`src/rtl/uart_rx_ctrl.sv`:
```
// UART receive sequencer: start/data/parity/stop phases in the 16x BR2 domain.
// Latency: data_valid two BR2 cycles after the stop bit is sampled; all outputs registered.
// Backpressure: none; the consumer must take the one-cycle data_valid strobe; rx_en low aborts.
module uart_rx_ctrl #(
  parameter bit PARITY_EN  = 1'b1,
  parameter bit PARITY_ODD = 1'b0
) (
  input  logic       BR2,
  input  logic       reset_n,
  input  logic       rx_en,
  input  logic       find,
  input  logic       sampled,
  input  logic       stop,
  input  logic [8:0] rx_out,
  output logic       sample,
  output logic       store,
  output logic       count1,
  output logic       Parity_sig,
  output logic       busy,
  output logic       data_valid,
  output logic [7:0] data_out,
  output logic       parity_err,
  output logic       frame_err
);

  typedef enum logic [2:0] {
    IDLE   = 3'd0,
    START  = 3'd1,
    DATA   = 3'd2,
    PARITY = 3'd3,
    STOPB  = 3'd4,
    DONE   = 3'd5
  } state_e;

  state_e     state_q, state_d;
  logic       armed_q, armed_d;
  logic       stop_low_q, stop_low_d;
  logic       sample_q, sample_d;
  logic       store_q, store_d;
  logic       count1_q, count1_d;
  logic       busy_q, busy_d;
  logic       dv_q, dv_d;
  logic [7:0] data_q, data_d;
  logic       perr_q, perr_d;
  logic       ferr_q, ferr_d;

  logic [7:0] byte_w;
  logic       par_bit_w;
  logic       perr_w;

  // Undo the shift order: the first data bit on the line sits highest in rx_out.
  always_comb begin
    byte_w = '0;
    for (int i = 0; i < 8; i++) begin
      byte_w[i] = PARITY_EN ? rx_out[8-i] : rx_out[7-i];
    end
    par_bit_w = PARITY_EN ? rx_out[0] : 1'b0;
    perr_w    = PARITY_EN ? ((^byte_w) ^ par_bit_w ^ PARITY_ODD) : 1'b0;
  end

  // Next-state and next-output logic for the frame sequencer.
  always_comb begin
    state_d    = state_q;
    armed_d    = armed_q;
    stop_low_d = stop_low_q;
    store_d    = 1'b0;
    dv_d       = 1'b0;
    data_d     = data_q;
    perr_d     = perr_q;
    ferr_d     = ferr_q;

    case (state_q)
      IDLE: begin
        // Arm only after the line has been seen high, so a held-low line cannot retrigger.
        if (!find) armed_d = 1'b1;
        if (rx_en && armed_q && find) begin
          state_d = START;
          armed_d = 1'b0;
        end
      end
      START: begin
        if (sampled) state_d = find ? DATA : IDLE;
      end
      DATA: begin
        // A sample arriving while a strobe is still out is ignored.
        if (sampled && !store_q) store_d = 1'b1;
        if (stop && !store_q) state_d = PARITY_EN ? PARITY : STOPB;
      end
      PARITY: begin
        if (sampled && !store_q) store_d = 1'b1;
        if (store_q) state_d = STOPB;
      end
      STOPB: begin
        if (sampled) begin
          stop_low_d = find;
          state_d    = DONE;
        end
      end
      DONE: begin
        dv_d    = 1'b1;
        data_d  = byte_w;
        perr_d  = perr_w;
        ferr_d  = stop_low_q;
        state_d = IDLE;
      end
      default: state_d = IDLE;
    endcase

    // Disabling the receiver abandons the frame without a result.
    if (!rx_en) begin
      state_d = IDLE;
      store_d = 1'b0;
      dv_d    = 1'b0;
      data_d  = data_q;
      perr_d  = perr_q;
      ferr_d  = ferr_q;
    end

    sample_d = state_d inside {START, DATA, PARITY, STOPB};
    count1_d = state_d inside {DATA, PARITY, STOPB};
    busy_d   = (state_d != IDLE);
  end

  // State and registered outputs.
  always_ff @(posedge BR2 or negedge reset_n) begin
    if (!reset_n) begin
      state_q    <= IDLE;
      armed_q    <= 1'b0;
      stop_low_q <= 1'b0;
      sample_q   <= 1'b0;
      store_q    <= 1'b0;
      count1_q   <= 1'b0;
      busy_q     <= 1'b0;
      dv_q       <= 1'b0;
      data_q     <= 8'h00;
      perr_q     <= 1'b0;
      ferr_q     <= 1'b0;
    end else begin
      state_q    <= state_d;
      armed_q    <= armed_d;
      stop_low_q <= stop_low_d;
      sample_q   <= sample_d;
      store_q    <= store_d;
      count1_q   <= count1_d;
      busy_q     <= busy_d;
      dv_q       <= dv_d;
      data_q     <= data_d;
      perr_q     <= perr_d;
      ferr_q     <= ferr_d;
    end
  end

  assign sample     = sample_q;
  assign store      = store_q;
  assign count1     = count1_q;
  assign Parity_sig = PARITY_EN;
  assign busy       = busy_q;
  assign data_valid = dv_q;
  assign data_out   = data_q;
  assign parity_err = perr_q;
  assign frame_err  = ferr_q;

endmodule

```
`config.mk`:
```
export PLATFORM = sky130hd
export DESIGN_NAME = uart_rx_ctrl
export DESIGN_NICKNAME = d
export VERILOG_FILES = /design/src/rtl/uart_rx_ctrl.sv
export SDC_FILE = /design/constraint.sdc
export NUM_CORES = 1
export LEC_CHECK = 0
export BUFFER_PORTS_ARGS = -buffer_cell sky130_fd_sc_hd__buf_4
export CAP_MARGIN = 15
export CORE_MARGIN = 4
export CORE_UTILIZATION = 52
export CTS_CLUSTER_DIAMETER = 80
export DETAILED_ROUTE_END_ITERATION = 10
export GPL_TIMING_DRIVEN = 0
export PLACE_DENSITY_LB_ADDON = 0.08
export SYNTH_ARGS = -nofsm -noshare
export SYNTH_HDL_FRONTEND = slang
export SYNTH_SLANG_ARGS = --single-unit
```
`constraint.sdc`:
```
create_clock -name BR2 -period 3.9 [get_ports BR2]
set_input_delay 0.39 -clock BR2 [delete_from_list [all_inputs] [get_ports BR2]]
set_output_delay 0.39 -clock BR2 [all_outputs]
set_load 0.05 [all_outputs]
```
* Word level (Yosys, flattened, before mapping)
Cells that the tools add are included.
Operators by class: eq/ne operators 10, reduce and logical (&&, ||, !) cells 14, bitwise operators 1, multiplexer cells 15
Operators by type and width (number):
- two-way mux 3 bit | 6
- one-hot mux 3 bit (5 select lines) | 1
- equality test 3 x 2 -> 1 bit (second input constant) | 4
- equality test 3 bit (second input constant) | 3
- XOR reduction 8 bit | 1
- two-way mux 1 bit | 7
- equality test 3 x 1 -> 1 bit (second input constant) | 2
- AND reduction 2 bit | 3
- nonzero test 3 bit | 2
- logical AND 1 bit | 4
- nonzero test 4 bit | 1
- zero test 3 bit | 1
- two-way mux 2 bit | 1
- != test 2 x 1 -> 1 bit (second input constant) | 1
- OR reduction 2 bit | 1
- zero test 1 bit | 1
- XOR 1 bit | 1
Word-level totals: register bits 20, logic and storage cells 51, bits of input ports 15, output and inout bits 16

* Logic depth before layout (Yosys ltp)
depth in word-level cells 7, mapped depth 6, mapped depth without buffers 5

* Worst setup path before layout
OpenSTA, ideal clock, no wires.
path kind register -> register, start point reg store_q, in the netlist store, end point reg sample_q, in the netlist sample, period minus slack after synthesis 1.305 ns, setup slack 2.595 ns, path buffers 0, required time 3.770 ns, library setup time 0.130 ns, stages on the path, launching flop included 5, data arrival time 1.175 ns, cells stage by stage dfrtp_1 > nand2_1 > o21ai_0 > nand2_1 > xor2_1
On the way: longest elaborated chain between the ends 7, elaborated cells on any way between the ends 11, those cells by class eq/ne (4); mux (4); reduce/logical (3)
Ends and longest elaborated chain:
- from (decl) | RTL line 39 | logic store_q, store_d;
- from (signal assigned) | RTL line 143 | store_q <= store_d;
- zero test 1 bit | RTL line 87 | if (stop && !store_q) state_d = PARITY_EN ? PARITY : STOPB;
- logical AND 1 bit | RTL line 87
- two-way mux 3 bit | RTL line 87
- one-hot mux 3 bit (5 select lines) (*) | RTL line 72 | case (state_q)
- two-way mux 3 bit (*) | RTL line 110 | if (!rx_en) begin
- equality test 3 x 1 -> 1 bit, or another cell as far along | RTL line 119 | sample_d = state_d inside {START, DATA, PARITY, STOPB};
- nonzero test 4 bit (*) | RTL line 119
- net sample_d | RTL line 38 | logic sample_q, sample_d;
- to (signal assigned) | RTL line 142 | sample_q <= sample_d;
- to (decl) | RTL line 38
The timed path passes the listed nets; every way through them passes the cells marked *. A chain may end at the register's enable or synchronous reset.

* Worst setup path after layout
start point reg state_q[1], end point reg data_q[0], in the netlist data_out[0]
On the way: longest elaborated chain between the ends 2
Ends and longest elaborated chain:
- from (decl) | RTL line 35 | state_e state_q, state_d;
- from (signal assigned) | RTL line 139 | state_q <= state_d;
- equality test 3 bit | RTL line 72
- AND reduction 2 bit (no line)
- to (signal assigned) | RTL line 147 | data_q <= data_d;
- to (decl) | RTL line 43 | logic [7:0] data_q, data_d;
Every way passes these cells.

==> metrics.yaml <==
grt:
  grt_pass1_wl_mm: 2.932
  antenna_found_initial: 0
  grtUsageTotal_pct: 15.44
  grt_max_degree: 21
  grt_pass1_vias: 638
  overflow: 0
pwr:
  seqPwrFrac_pct: 52.0
  switching_share_pct: 26.20
  switchingPower_uw: 108.7
  p_int_uw: 306.2
  vdd_drop_max_mv: 0.3632
  p_leak_nw: 0.6653
  powerDensity_nw_per_um2: 329.9
  pwr-share-comb_pct: 18.9
  clkPwrFrac_pct: 29.0
finish:
  num_antenna_cells: 0
  syn_to_final_growth_pct: 30.69
  nets: 131
  drive_gt1_share_pct: 42.61
  fin_cells: 140
sta:
  min_period_ps: 1394
  drv_slew: 0
  fmax_mhz: 717.4
  finalSetupViolations: 0
  fin_crit_sh_pct: 35.74
  hold_viol_final: 0
  skew_ps: 7.236
  final.setup.tns_ps: 0
  rsz0062_at_grt: "false"
placed_design:
  io_buffers: 29
  post-place-cells: 135
  place.gp.congestion: 0.8413
  dp_hpwl_mm: 1.297
synthesis:
  synthCells: 81
  synth_top_area_share_pct: 52.02
  synth_area_um2: 962.2
  synth_area_leader_cell: "dfrtp_1"
  yosys-top-cells-count: "20 x dfrtp_1, 9 x nand2_1, 7 x mux2_4, 7 x xnor2_1"
  yosysMostFrequentCell: "dfrtp_1"
  synthTopCellsByArea: "dfrtp_1 52%, mux2_4 11%, xnor2_1 6.4%"
  ys.flop_type: "dfrtp_1"
  ys_seq_elements: 20
  yosysWarnings: 0
  yosysSeqAreaShare_pct: 52.02
  synth-async-reset-ratio_pct: 100.0
  synth.distinct_cells: 29
  synth_edf_count: 0
  synth_nets: 96
  syn_area_per_cell_um2: 11.88
clock_tree:
  clock_latency_ps: 310
  clock-sinks: 20
  cts_resized: 0
  cts_made_buffers: 3
  cts_max_path_buffers: 2
  clkTransAtPathRegs_ps: 110
  h-tree-depth: 1
  cts_tree: "built"
  cts_root_buf: "clkbuf_4"
drt:
  final_antenna_net_count: 0
  firstDrtPassIters: 4
  route.vias.total: 661
  post-route-drc-count: 0
  vias_per_cell: 4.721
  wl_mm: 1.721
  wl_per_cell_um: 12.29
  dr.first_iter.drc_count: 14
floorplan:
  start_util_pct: 55.13
  io_pins: 31
  design.die.area_um2: 2603
  coreArea_um2: 1745
  fp.dieH_um: 51.02
  dieWidth_um: 51.02
  rows: 15
worst_setup_path:
  reg2regPathDepth: 5
  crit_family: "flip-flops"
  reg2reg_to: "data_out[0]"
  slowest_delay_ps: 370
  worstPathCellList: "buf_2 > nor2b_4 > nand3_2 > buf_6 > mux2_4"
  cp_slowest_cell: "dfrtp_1"
  start_kind: "register"
  arrival_ps: 1590
  rrSetupSlack_ps: 2510
  critPathCaptureType: "register"
  path_buf_inv: 2
  critical_path.max_fanout: 10
  timing.rr.start: "state_q[1]"
  critPathRequiredTime_ps: 4090
  path_class: "register to register"
worst_hold_path:
  holdPathEnd: "armed_q"
  holdCritPathClass: "input pin to register"
  hold_depth: 2
  hold_start: "find"
run:
  maxCapViolCount: 0
run_status:
  status: "finished clean"
[cell families (layout without fill, tap and decap cells)]
group           count (synthesis)  count (layout)  share of synthesized area (%)
compound gates                 14              14                          8.844
xor+xnor                        9               9                          8.193
buf+inv                         8              42                          5.201
flops                          20              20                          52.02
mux                            10              10                          14.43
other cells                     1               1                         0.3897
simple gates                   19              19                          10.92
[sequential cells by signal (all words and copies together) (netlist names)]
name        flops
stop_low_q      1
frame_err       1
sample          1
data_out        8
state_q         3
busy            1
data_valid      1
store           1
parity_err      1
count1          1
armed_q         1
[worst register-to-register path, stage by stage, from the launching register on]
cell	delay, ps
dfrtp_1	370
buf_2	170
nor2b_4	150
nand3_2	120
buf_6	170
mux2_4	300
[cell usage in the layout, fill, tap and decap left out, types with 2 or more instances in the layout]
cell	instances
xor2_1	2
nand2b_1	2
and2_1	2
mux2_4	7
inv_1	3
clkbuf_4	3
o21ai_1	3
o21ai_0	3
mux2_2	2
dfrtp_1	20
a21oi_1	2
nand2_1	9
xnor2_1	7
buf_4	32
[power by group through the flow]
stage / combinational (mW) / clock (mW) / sequential (mW)
floorplan: 0.0384 / 0 / 0.231
global placement: 0.0771 / 0 / 0.220
detailed placement: 0.0781 / 0 / 0.220
CTS: 0.0792 / 0.127 / 0.216
global route: 0.0858 / 0.136 / 0.217
finish: 0.0786 / 0.121 / 0.216
[per-stage QoR]
step / worst slack (ps) / hold slack, ps / power, mW / instance area [um2] / utilization [%]
after CTS: 2492 / 272.2 / 0.4218 / 1257 / 72.04
after global placement: 2540 / 280.1 / 0.2967 / 1211 / 69.39
after global routing: 2444 / 269.2 / 0.4384 / 1257 / 72.04
after floorplan: 2595 / 94.41 / 0.2694 / 962.2 / -
final: 2506 / 288.4 / 0.4149 / 1257 / 72.04
after detailed placement: 2528 / 283.6 / 0.2980 / 1211 / 69.39
[how the worst max path moves through the flow]
stage               slack, ps           to  cells after the start  startpoint
global placement         2540  data_out[0]                      5  state_q[1]
CTS                      2490  data_out[0]                      5  state_q[1]
global route             2440  data_out[0]                      5  state_q[1]
detailed placement       2530  data_out[0]                      5  state_q[1]
finish                   2510  data_out[0]                      5  state_q[1]
floorplan                2600       sample                      4       store
[per-layer routing]
layer  global-route usage, %  share of wire (%)  vias up
li1                        -                  -      336
met1                   19.92                 44      296
met2                   23.82                 46       24
met3                   2.915                7.4        5
met4                   9.417                2.8        0
met5                       0                  0        -
[final cells by class]
class | instances | area, um2
inverter | 3 | 11.26
multi-input combinational | 53 | 411.6
buffer | 5 | 38.79
sequential | 20 | 500.5
tap | 25 | 31.28
fill | 138 | 488.0
clock buffer | 4 | 36.28
timing repair buffer | 30 | 227.7
[timing repair]
item                                    in CTS  in global routing
hold endpoints to repair                    20                  0
buffers inserted                             0                  0
endpoints found under the setup margin       0                  0
hold buffers                                 1                  0
No activity file was read; power rests on OpenSTA's default activity.
